## config.mk

```make
export PLATFORM = sky130hd
export DESIGN_NAME = read_addr_sequencer
export DESIGN_NICKNAME = d
export VERILOG_FILES = /design/src/rtl/read_addr_sequencer.sv
export SDC_FILE = /design/constraint.sdc
export NUM_CORES = 1
export LEC_CHECK = 0
export CORE_MARGIN = 8
export CORE_UTILIZATION = 52
export CTS_CLUSTER_SIZE = 25
export DETAILED_ROUTE_END_ITERATION = 7
export HOLD_SLACK_MARGIN = 0.1
export PLACE_DENSITY = 0.77
export RECOVER_POWER = 50
export SLEW_MARGIN = 5
export SYNTH_ARGS = -nofsm -noshare
export SYNTH_HDL_FRONTEND = slang
export SYNTH_SLANG_ARGS = --single-unit
```

## constraint.sdc

```tcl
create_clock -name clk -period 3.5 [get_ports clk]
set_clock_uncertainty 0.1 [all_clocks]
set_input_delay 0.7 -clock clk [delete_from_list [all_inputs] [get_ports clk]]
set_output_delay 0.7 -clock clk [all_outputs]
set_load 0.02 [all_outputs]
```

## src/rtl/read_addr_sequencer.sv

```systemverilog
// Read-address sequencer for an (N+1)x(N+1) row-major score matrix: three neighbour reads per cell, then publish.
// Optional feature: define RD_SEQ_WAIT_ACK_EN to make WAIT hold until cell_done; otherwise WAIT lasts one cycle.
module read_addr_sequencer #(
    parameter int unsigned N      = 8,
    parameter int unsigned ADDR_W = 7,
    parameter int unsigned IDX_W  = 4
) (
    input  logic              clk,
    input  logic              rst,
    input  logic              start,
    input  logic              cell_done,
    output logic [ADDR_W-1:0] addr,
    output logic              en_read,
    output logic [1:0]        count,
    output logic              signal,
    output logic [IDX_W-1:0]  i,
    output logic [IDX_W-1:0]  j,
    output logic              busy,
    output logic              done
);

    localparam logic [ADDR_W-1:0] STRIDE   = ADDR_W'(N + 1);
    localparam logic [ADDR_W-1:0] ADDR_ONE = ADDR_W'(1);
    localparam logic [IDX_W-1:0]  IDX_LAST = IDX_W'(N);
    localparam logic [IDX_W-1:0]  IDX_ONE  = IDX_W'(1);

    typedef enum logic [2:0] {
        S_IDLE,
        S_RD_DIAG,
        S_RD_LEFT,
        S_RD_UP,
        S_EMIT,
        S_WAIT,
        S_FIN
    } state_t;

    state_t            state_q, state_d;
    logic              phase_q, phase_d;
    logic [IDX_W-1:0]  i_q, i_d, j_q, j_d;
    logic [ADDR_W-1:0] row_base_q, row_base_d;
    logic [ADDR_W-1:0] prev_base_q, prev_base_d;
    logic [ADDR_W-1:0] addr_q, addr_d;
    logic [1:0]        count_q, count_d;
    logic              en_read_q, en_read_d;
    logic              signal_q, signal_d;
    logic              busy_q, busy_d;
    logic              done_q, done_d;
    logic [ADDR_W-1:0] col_a;
    logic              advance;

`ifdef RD_SEQ_WAIT_ACK_EN
    assign advance = cell_done;
`else
    logic unused_cell_done;
    assign unused_cell_done = cell_done;
    assign advance          = 1'b1;
`endif

    // Next-state, index and row-base update; outputs derive from the next state
    always_comb begin
        state_d     = state_q;
        phase_d     = phase_q;
        i_d         = i_q;
        j_d         = j_q;
        row_base_d  = row_base_q;
        prev_base_d = prev_base_q;
        addr_d      = addr_q;
        count_d     = count_q;
        col_a       = '0;

        unique case (state_q)
            S_IDLE: begin
                if (start) begin
                    state_d     = S_RD_DIAG;
                    phase_d     = 1'b0;
                    i_d         = IDX_ONE;
                    j_d         = IDX_ONE;
                    row_base_d  = STRIDE;
                    prev_base_d = '0;
                end
            end
            S_RD_DIAG: begin
                phase_d = ~phase_q;
                if (phase_q) state_d = S_RD_LEFT;
            end
            S_RD_LEFT: begin
                phase_d = ~phase_q;
                if (phase_q) state_d = S_RD_UP;
            end
            S_RD_UP: begin
                phase_d = ~phase_q;
                if (phase_q) state_d = S_EMIT;
            end
            S_EMIT: state_d = S_WAIT;
            S_WAIT: begin
                if (advance) begin
                    if (j_q != IDX_LAST) begin
                        j_d     = j_q + IDX_ONE;
                        state_d = S_RD_DIAG;
                    end else if (i_q != IDX_LAST) begin
                        i_d         = i_q + IDX_ONE;
                        j_d         = IDX_ONE;
                        prev_base_d = row_base_q;
                        row_base_d  = row_base_q + STRIDE;
                        state_d     = S_RD_DIAG;
                    end else begin
                        state_d = S_FIN;
                    end
                end
            end
            S_FIN:   state_d = S_IDLE;
            default: state_d = S_IDLE;
        endcase

        // Neighbour addresses from the row bases: diag/up use the previous row, left the current one
        col_a = ADDR_W'(j_d);
        unique case (state_d)
            S_RD_DIAG: begin
                addr_d  = prev_base_d + col_a - ADDR_ONE;
                count_d = 2'd0;
            end
            S_RD_LEFT: begin
                addr_d  = row_base_d + col_a - ADDR_ONE;
                count_d = 2'd1;
            end
            S_RD_UP: begin
                addr_d  = prev_base_d + col_a;
                count_d = 2'd2;
            end
            default: ;
        endcase

        en_read_d = (state_d == S_RD_DIAG) || (state_d == S_RD_LEFT) || (state_d == S_RD_UP);
        signal_d  = (state_d == S_EMIT);
        busy_d    = (state_d != S_IDLE);
        done_d    = (state_d == S_FIN);
    end

    always_ff @(posedge clk or negedge rst) begin
        if (!rst) begin
            state_q     <= S_IDLE;
            phase_q     <= 1'b0;
            i_q         <= '0;
            j_q         <= '0;
            row_base_q  <= '0;
            prev_base_q <= '0;
            addr_q      <= '0;
            count_q     <= 2'd0;
            en_read_q   <= 1'b0;
            signal_q    <= 1'b0;
            busy_q      <= 1'b0;
            done_q      <= 1'b0;
        end else begin
            state_q     <= state_d;
            phase_q     <= phase_d;
            i_q         <= i_d;
            j_q         <= j_d;
            row_base_q  <= row_base_d;
            prev_base_q <= prev_base_d;
            addr_q      <= addr_d;
            count_q     <= count_d;
            en_read_q   <= en_read_d;
            signal_q    <= signal_d;
            busy_q      <= busy_d;
            done_q      <= done_d;
        end
    end

    assign addr    = addr_q;
    assign en_read = en_read_q;
    assign count   = count_q;
    assign signal  = signal_q;
    assign i       = i_q;
    assign j       = j_q;
    assign busy    = busy_q;
    assign done    = done_q;

endmodule

```

==> metrics.yaml, run 1 <==
drive_above_1_share: 0.254
relSlewSlack: -0.390
fillers: 342
pwr_density_cell_nw_per_um2: 820
crit_path_end_kind: "flop"
muxShareOfSynthArea: 0.0209
grt.overflow.total: 0
synth-edff-count: 0
dieArea_um2: 7330
use_met2: 0.308
coreArea_um2: 4690
antenna_found_initial: 0
synth_compound_area_frac: 0.175
syn2layout_area_growth_pct: 34.2
ant_nets: 0
setup_viol: 0
place.gp.congestion: 0.897
synthArstFlopShare: 1.00
clock_insertion_delay_worst_skew_ns: 0.30
clockBufferDepth: 2
wl_per_cell_um: 16.4
ys_ff_latch: 39
portBuffers: 23
finalPower_mw: 2.77
synth_top_family_by_area: "simple AND/OR/NAND/NOR gates"
cts_hold_buf: 0
max_freq_mhz: 295
synth-adder-area-share: 0.110
dp_hpwl_um: 4660
numCtsBuffers: 5
grt_max_degree: 40
path_class: "flop to flop"
violations: "capacitance limit, slew limit"
grt_most_used_layer: "met2"
status: "finished with violations"
num_antenna_cells: 0
synth_top_area_frac: 0.387
num_rows: 25
cts_tree: "built"
pin_count: 25
hold_class: "flop to flop"
vdd_drop_max_mv: 0.513
root_buffer: "clkbuf_8"
final_common_cell: "buf_4"
synth_ff_type: "dfrtp_1"
via_count: 2285
worstMarginPinSlew_ns: 2.08
yosys.area.top_type: "dfrtp_1"
synth_area_leaders: "dfrtp_1, ha_1, inv_1"
die_w_um: 85.6
nNetsFinal: 374
whs_path_depth: 1
use_met1: 0.234
cap_viol_max_count: 1
synth_fp_nets: 304
arrival_ns: 3.51
crit_fanout: 5
die_h_um: 85.6
synth_area_um2: 2520
layout_common_cells: "buf_4, dfrtp_1, nand2_1, nor2_1, inv_1"
fin_crit_sh: 0.968
syn_area_per_cell_um2: 9.03
drtIter0Drc: 219
cts_sinks: 39
grt_util_all_layers: 0.184
synth_xor_xnor_area_share: 0.0556
synth.distinct_cells: 55
drv_slew: 40
drc: 0
wirelength_um: 6620
first_pass_iters: 4
grt_pass1_vias: 2203
use_met3: 0.0296
hold_violations: 0
start_util: 0.537
start_kind: "flop"
required_ns: 3.62
grt_pass1_wl_um: 10800
yosys_warnings: 0
period_needed_ns: 3.39
r2r_cells: 17
seq_area_frac_synth: 0.387
leakage_nw: 1.60
htree_levels: 2
synthCells: 279
yosys.area_share.simple: 0.188
clkTransAtPathRegs_ns: 0.08
hold_ws_ns: 0.408
vias_per_cell: 5.66
## power by group
| group | total (mW) | internal, mW | switching [mW] |
|---|---|---|---|
| Clock | 0.401 | 0.231 | 0.170 |
| Sequential | 0.675 | 0.573 | 0.102 |
| Combinational | 1.69 | 0.794 | 0.900 |
## cells by family (layout without fill, tap and decap cells)
| logic type | count (synthesis) | in the layout |
|---|---|---|
| compound gates | 66 | 66 |
| xor+xnor | 16 | 16 |
| fa+ha+maj | 21 | 21 |
| buf+inv | 41 | 112 |
| flops | 39 | 39 |
| mux | 5 | 5 |
| simple gates | 91 | 91 |
## stage by stage
stage,setup TNS (ns),instance area (um2),cells,utilization,setup slack (ns)
2_1_floorplan,-0.0302,2550,279,-,-0.0302
3_3_place_gp,-2.66,3100,389,0.661,-0.552
3_5_place_dp,-3.02,3100,389,0.661,-0.634
4_1_cts,0,3250,398,0.693,0.0151
5_1_grt,-0.0209,3380,404,0.720,-0.0209
6_report,0,3380,404,0.720,0.111
## cell type report
| cell class | instances | area, um2 | share of cell area |
|---|---|---|---|
| clock inverters | 2 | 35.0 | 0.0104 |
| repair buffers | 71 | 592 | 0.175 |
| clock buffers | 6 | 82.6 | 0.0244 |
| multi-input cells | 199 | 1500 | 0.444 |
| flip-flops and latches | 39 | 978 | 0.290 |
| well taps | 54 | 67.6 | 0.0200 |
| inverters | 33 | 124 | 0.0367 |
## flip-flops by register name, summed over array words and instances, names as in the netlist
| signal | count |
|---|---|
| prev_base_q | 7 |
| done | 1 |
| addr | 7 |
| phase_q | 1 |
| state_q | 3 |
| busy | 1 |
| row_base_q | 7 |
| i | 4 |
| signal | 1 |
| j | 4 |
| count | 2 |
| en_read | 1 |
## worst max-delay path, cell delays in order (launching register included)
cell and delay, ns:
dfrtp_1 0.38, inv_1 0.06, ha_2 0.17, nand3b_1 0.11
buf_6 0.15, nor3_4 0.26, nand2_1 0.10, o21a_1 0.23
ha_4 0.29, inv_2 0.04, ha_4 0.20, a21o_1 0.18
a21oi_2 0.13, o21bai_1 0.13, a21oi_1 0.20, xnor2_1 0.15
mux2_1 0.34, o211ai_1 0.08
## routing by layer
metal | vias up | wire [um]
met5 | - | 0
met4 | 0 | 120
met3 | 12 | 295
met2 | 54 | 3380
met1 | 1114 | 2820
li1 | 1105 | -
## path summary, 6_finish.rpt
path | from | to | slack, ns
min in group asynchronous | rst | i[0] | 0.89
hold reg to reg | addr[2] | addr[2] | 0.41
setup / recovery | j[1] | addr[6] | 0.11
setup reg to reg | j[1] | addr[6] | 0.11
hold / removal | addr[2] | addr[2] | 0.41
max in group asynchronous | rst | i[1] | 1.06
## Yosys cell counts (all sizes together), types with 2 or more instances
library cell and count:
dfrtp 39, inv 33, nand2 31, nor2 30
ha 19, a21oi 17, o21ai 15, xnor2 10
xor2 6, buf 5, nand3 5, nor3 5
a21o 4, and3b 3, clkbuf 3, mux2i 3
nand3b 3, nand4 3, o22ai 3, o31ai 3
a221oi 2, a22o 2, a22oi 2, a31o 2
a31oi 2, fa 2, mux2 2, nand2b 2
o21a 2, o221a 2, or4b 2
## what timing repair did
action                     in CTS  in global routing
pin swaps                       1                 11
resized for setup               7                 19
setup endpoints to repair       6                  5
setup buffers                   1                  6
hold endpoints to repair        0                  0
gates cloned                    0                  0
Power figures use the tool's default switching activity.
==> run 2, diff against run 1 <==
GPL_TIMING_DRIVEN = 0   (was default)
==> run 2 against run 1 <==
  * The flow now finishes without violations
  * Critical path depth fell by 2
  * Combinational power fell by 5%
  * Worst hold slack got worse by 0.0037 ns
  * First-iteration DRC count fell by 18%
  * Clock power fell by 26%
  * Power fell by 7.8%
  * Cell count fell by 4.0%
  * Sequential share of layout area rose by 1.1 points
  * Register-to-register slack got worse by 0.04 ns
  * Final area fell by 3.5%
  * Utilization fell by 2.5 points
  * Largest power group unchanged
==> metrics.yaml, run 2 (synthesized netlist as in run 1, its figures left out) <==
finalPower_mw: 2.55
drtIter0Drc: 180
cts_sinks: 39
wirelength_um: 6180
clkTransAtPathRegs_ns: 0.08
start_kind: "flop"
dp_hpwl_um: 4270
hold_ws_ns: 0.404
cp-startpoint: "j[0]"
p_sw_frac: 0.443
finalWorstSetupSlack_ns: 0.0726
grt_pass1_vias: 2045
worstMarginPinSlew_ns: 1.25
via_count: 2204
first_pass_iters: 4
cts_hold_buf: 0
status: "completed"
clock_insertion_delay_worst_skew_ns: 0.30
final_area_um2: 3260
pwr_density_cell_nw_per_um2: 783
start_util: 0.537
pre_cts_slack_ns: -0.834
wl_per_cell_um: 15.9
final_common_cell: "dfrtp_1"
num_antenna_cells: 0
period_needed_ns: 3.43
grt_util_all_layers: 0.162
numCtsBuffers: 5
grt_max_degree: 24
cts_tree: "built"
path_class: "flop to flop"
antenna_found_initial: 0
arrival_ns: 3.48
root_buffer: "clkbuf_8"
setup_viol: 0
p_clk_frac: 0.116
htree_levels: 2
fin_crit_sh: 0.979
place_area_um2: 2870
fillers: 350
seq_power_share: 0.257
die_w_um: 85.6
post-route-util: 0.695
hold_class: "input port to async pin"
crit_fanout: 10
drc: 0
syn2layout_area_growth_pct: 29.5
grt_pass1_wl_um: 9430
leakage_nw: 1.50
nNetsFinal: 358
place.gp.congestion: 0.840
drv_slew: 0
vias_per_cell: 5.68
vdd_drop_max_mv: 0.490
p_sw_mw: 1.13
coreArea_um2: 4690
relSlewSlack: 0.165
hold_violations: 0
layout_common_cells: "dfrtp_1, inv_1, nand2_1, nor2_1, buf_4"
dieArea_um2: 7330
required_ns: 3.55
die_h_um: 85.6
pin_count: 25
drive_above_1_share: 0.225
power_frac_comb: 0.627
crit_path_end_kind: "flop"
grt.overflow.total: 0
clockBufferDepth: 2
cap_viol_max_count: 0
p_int_mw: 1.42
ant_nets: 0
max_freq_mhz: 292
portBuffers: 23
rsz0062_at_grt: "true"
worstReg2RegStart: "j[0]"
num_rows: 25
==> run 2: power by group through the flow <==
stage	registers, mW	logic [mW]	clock network, mW
final	0.656	1.60	0.296
after global routing	0.669	1.75	0.320
after CTS	0.651	1.51	0.304
after detailed placement	0.676	1.41	0
after global placement	0.673	1.38	0
after floorplan	0.767	0.888	0
==> run 2: path summary, 6_finish.rpt <==
kind	endpoint	slack, ns	cells past startpoint
min	row_base_q[1]	0.40	1
max reg2reg	addr[5]	0.07	15
min reg2reg	addr[2]	0.42	1
max	addr[5]	0.07	15
max in group asynchronous	state_q[0]	1.17	2
min in group clk	addr[2]	0.42	1
==> run 2: stage by stage <==
stage / std cells / TNS [ns]
after floorplan: 279 / -0.0302
after global placement: 356 / -3.41
after detailed placement: 357 / -3.76
after CTS: 379 / -0.0125
after global routing: 388 / -0.220
final: 388 / 0
==> run 2: critical path, stage by stage, from the launching register on <==
cell and delay (ns):
dfrtp_1 0.40, inv_1 0.06, ha_2 0.16, nand3b_1 0.21, nor3_4 0.20, clkbuf_8 0.18
buf_8 0.13, o21ai_2 0.08, ha_2 0.19, fa_2 0.38, a21o_1 0.21, a21oi_4 0.18
xnor2_2 0.11, or4b_1 0.47, nand3_1 0.10, a31oi_1 0.09
==> run 2: layout make-up <==
cell class              count  area, um2  share of cell area
plain buffers               8       67.6              0.0207
clock buffers               7       76.3              0.0234
clock inverters             1       5.00             0.00153
inverters                  33        124              0.0380
multi-input cells         199       1530               0.468
flip-flops and latches     39        980               0.300
well taps                  54       67.6              0.0207
repair buffers             47        417               0.128
==> run 2: metal layers <==
layer  track usage  wire length, um
met1         0.193             2640
met2         0.281             3140
met3        0.0315              314
met4        0.0589               87
met5             0                0
==> run 2: timing repair <==
| item | 4_1_cts | 5_1_grt |
|---|---|---|
| buffers inserted | 14 | 9 |
| pin swaps | 6 | 14 |
| gates resized for setup | 16 | 25 |
| endpoints found under the setup margin | 6 | 4 |
==> run 3, diff against run 2 <==
MAX_ROUTING_LAYER = met4   (was default)
==> run 3 against run 2 <==
  * Maximum frequency is 0.30% lower
  * Via count is 0.95% higher
  * Critical endpoint unchanged
  * Routed wire length is 0.70% higher
  * Largest cell class unchanged
  * Count of clock-buffer cells in the layout stayed put
  * Setup slack worse by 0.010 ns
  * Power is 0.25% higher
  * Clock power hardly changed
  * Register-to-register slack hardly changed
  * First-iteration DRC count is 11% higher
==> metrics.yaml, run 3 (synthesized netlist as in run 1, its figures left out) <==
max_freq_mhz: 291
grt_max_degree: 24
grt_pass1_vias: 2045
arrival_ns: 3.55
worstMarginPinSlew_ns: 1.27
pre_cts_slack_ns: -0.834
cp-startpoint: "j[0]"
finalWorstSetupSlack_ns: 0.0622
vdd_drop_max_mv: 0.490
cts_tree: "built"
grt_pass1_wl_um: 9440
die_h_um: 85.6
r2r_cells: 16
post-route-util: 0.695
grt_util_all_layers: 0.167
status: "completed"
relSlewSlack: 0.156
num_antenna_cells: 0
fillers: 350
met3_length_um: 239
wl_met2_um: 3180
crit_fanout: 10
crit_path_end_kind: "flop"
syn2layout_area_growth_pct: 29.5
start_util: 0.537
num_rows: 25
via_count: 2225
antenna_found_initial: 0
path_class: "flop to flop"
place.gp.congestion: 0.853
htree_levels: 2
dieArea_um2: 7330
nNetsFinal: 358
worstReg2RegStart: "j[0]"
period_needed_ns: 3.44
layout_common_cells: "dfrtp_1, inv_1, nand2_1, nor2_1, buf_4"
portBuffers: 23
fin_crit_sh: 0.982
grt.overflow.total: 0
drtIter0Drc: 200
die_w_um: 85.6
final_common_cell: "dfrtp_1"
drv_slew: 0
wl_met1_um: 2730
clock_insertion_delay_worst_skew_ns: 0.31
drive_above_1_share: 0.225
start_kind: "flop"
multi_input_area_um2: 1530
cts_sinks: 39
clkTransAtPathRegs_ns: 0.08
drc: 0
clockBufferDepth: 2
numCtsBuffers: 5
rsz0062_at_grt: "true"
pwr_density_cell_nw_per_um2: 785
wirelength_um: 6230
top_layer: "met4"
cap_viol_max_count: 0
hold_class: "input port to async pin"
cts_hold_buf: 0
pin_count: 25
root_buffer: "clkbuf_8"
final-seq-area_um2: 980
wl_per_cell_um: 16.0
coreArea_um2: 4690
required_ns: 3.62
dp_hpwl_um: 4270
vias_per_cell: 5.73
hold_violations: 0
setup_viol: 0
first_pass_iters: 4
leakage_nw: 1.50
ant_nets: 0
run 3: metrics by stage:
step / instance area, um2 / hold WS (ns) / total power [mW] / TNS (ns) / std cells
2_1_floorplan: 2550 / 0.304 / 1.66 / -0.0302 / 279
3_3_place_gp: 2850 / 0.392 / 2.05 / -3.41 / 356
3_5_place_dp: 2870 / 0.401 / 2.09 / -3.76 / 357
4_1_cts: 3120 / 0.244 / 2.46 / -0.0125 / 379
5_1_grt: 3260 / 0.438 / 2.74 / -0.220 / 388
6_report: 3260 / 0.406 / 2.56 / 0 / 388
run 3: layout make-up:
cell class              instances  share of cell area
repair buffers                 47               0.128
flip-flops and latches         39               0.300
clock inverters                 1             0.00153
inverters                      33              0.0380
plain buffers                   8              0.0207
clock buffers                   7              0.0234
well taps                      54              0.0207
multi-input cells             199               0.468
run 3: layer usage:
| layer | up-vias | global-route usage |
|---|---|---|
| met1 | 1090 | 0.194 |
| li1 | 1072 | - |
| met2 | 57 | 0.281 |
| met3 | 6 | 0.0315 |
| met4 | 0 | 0.0589 |
| met5 | - | - |
run 3: power breakdown:
part	switching, mW	internal, mW	total (mW)
registers	0.0796	0.575	0.654
logic	0.898	0.710	1.61
clock network	0.159	0.140	0.299
run 3: what timing repair did:
action / CTS / global route
pin swaps: 6 / 14
buffers inserted: 14 / 9
setup endpoints to repair: 6 / 4
resized for setup: 16 / 25
run 3: worst max-delay path, cell delays in order (launching register included):
cell and delay [ns]:
dfrtp_1 0.40, inv_1 0.06, ha_2 0.16, nand3b_1 0.21, nor3_4 0.20, clkbuf_8 0.18
buf_8 0.13, o21ai_2 0.08, ha_2 0.19, fa_2 0.38, a21o_1 0.21, a21oi_4 0.18
buf_4 0.14, mux2i_1 0.08, o2bb2ai_1 0.29, a32oi_1 0.15, a31oi_1 0.19
run 3: path summary, 6_finish.rpt:
kind / slack (ns) / to
worst min-delay path: 0.41 / row_base_q[1]
worst min register to register: 0.41 / addr[2]
max in group asynchronous: 1.15 / state_q[0]
min in group clk: 0.41 / addr[2]
worst max-delay path: 0.06 / addr[5]
worst max register to register: 0.06 / addr[5]
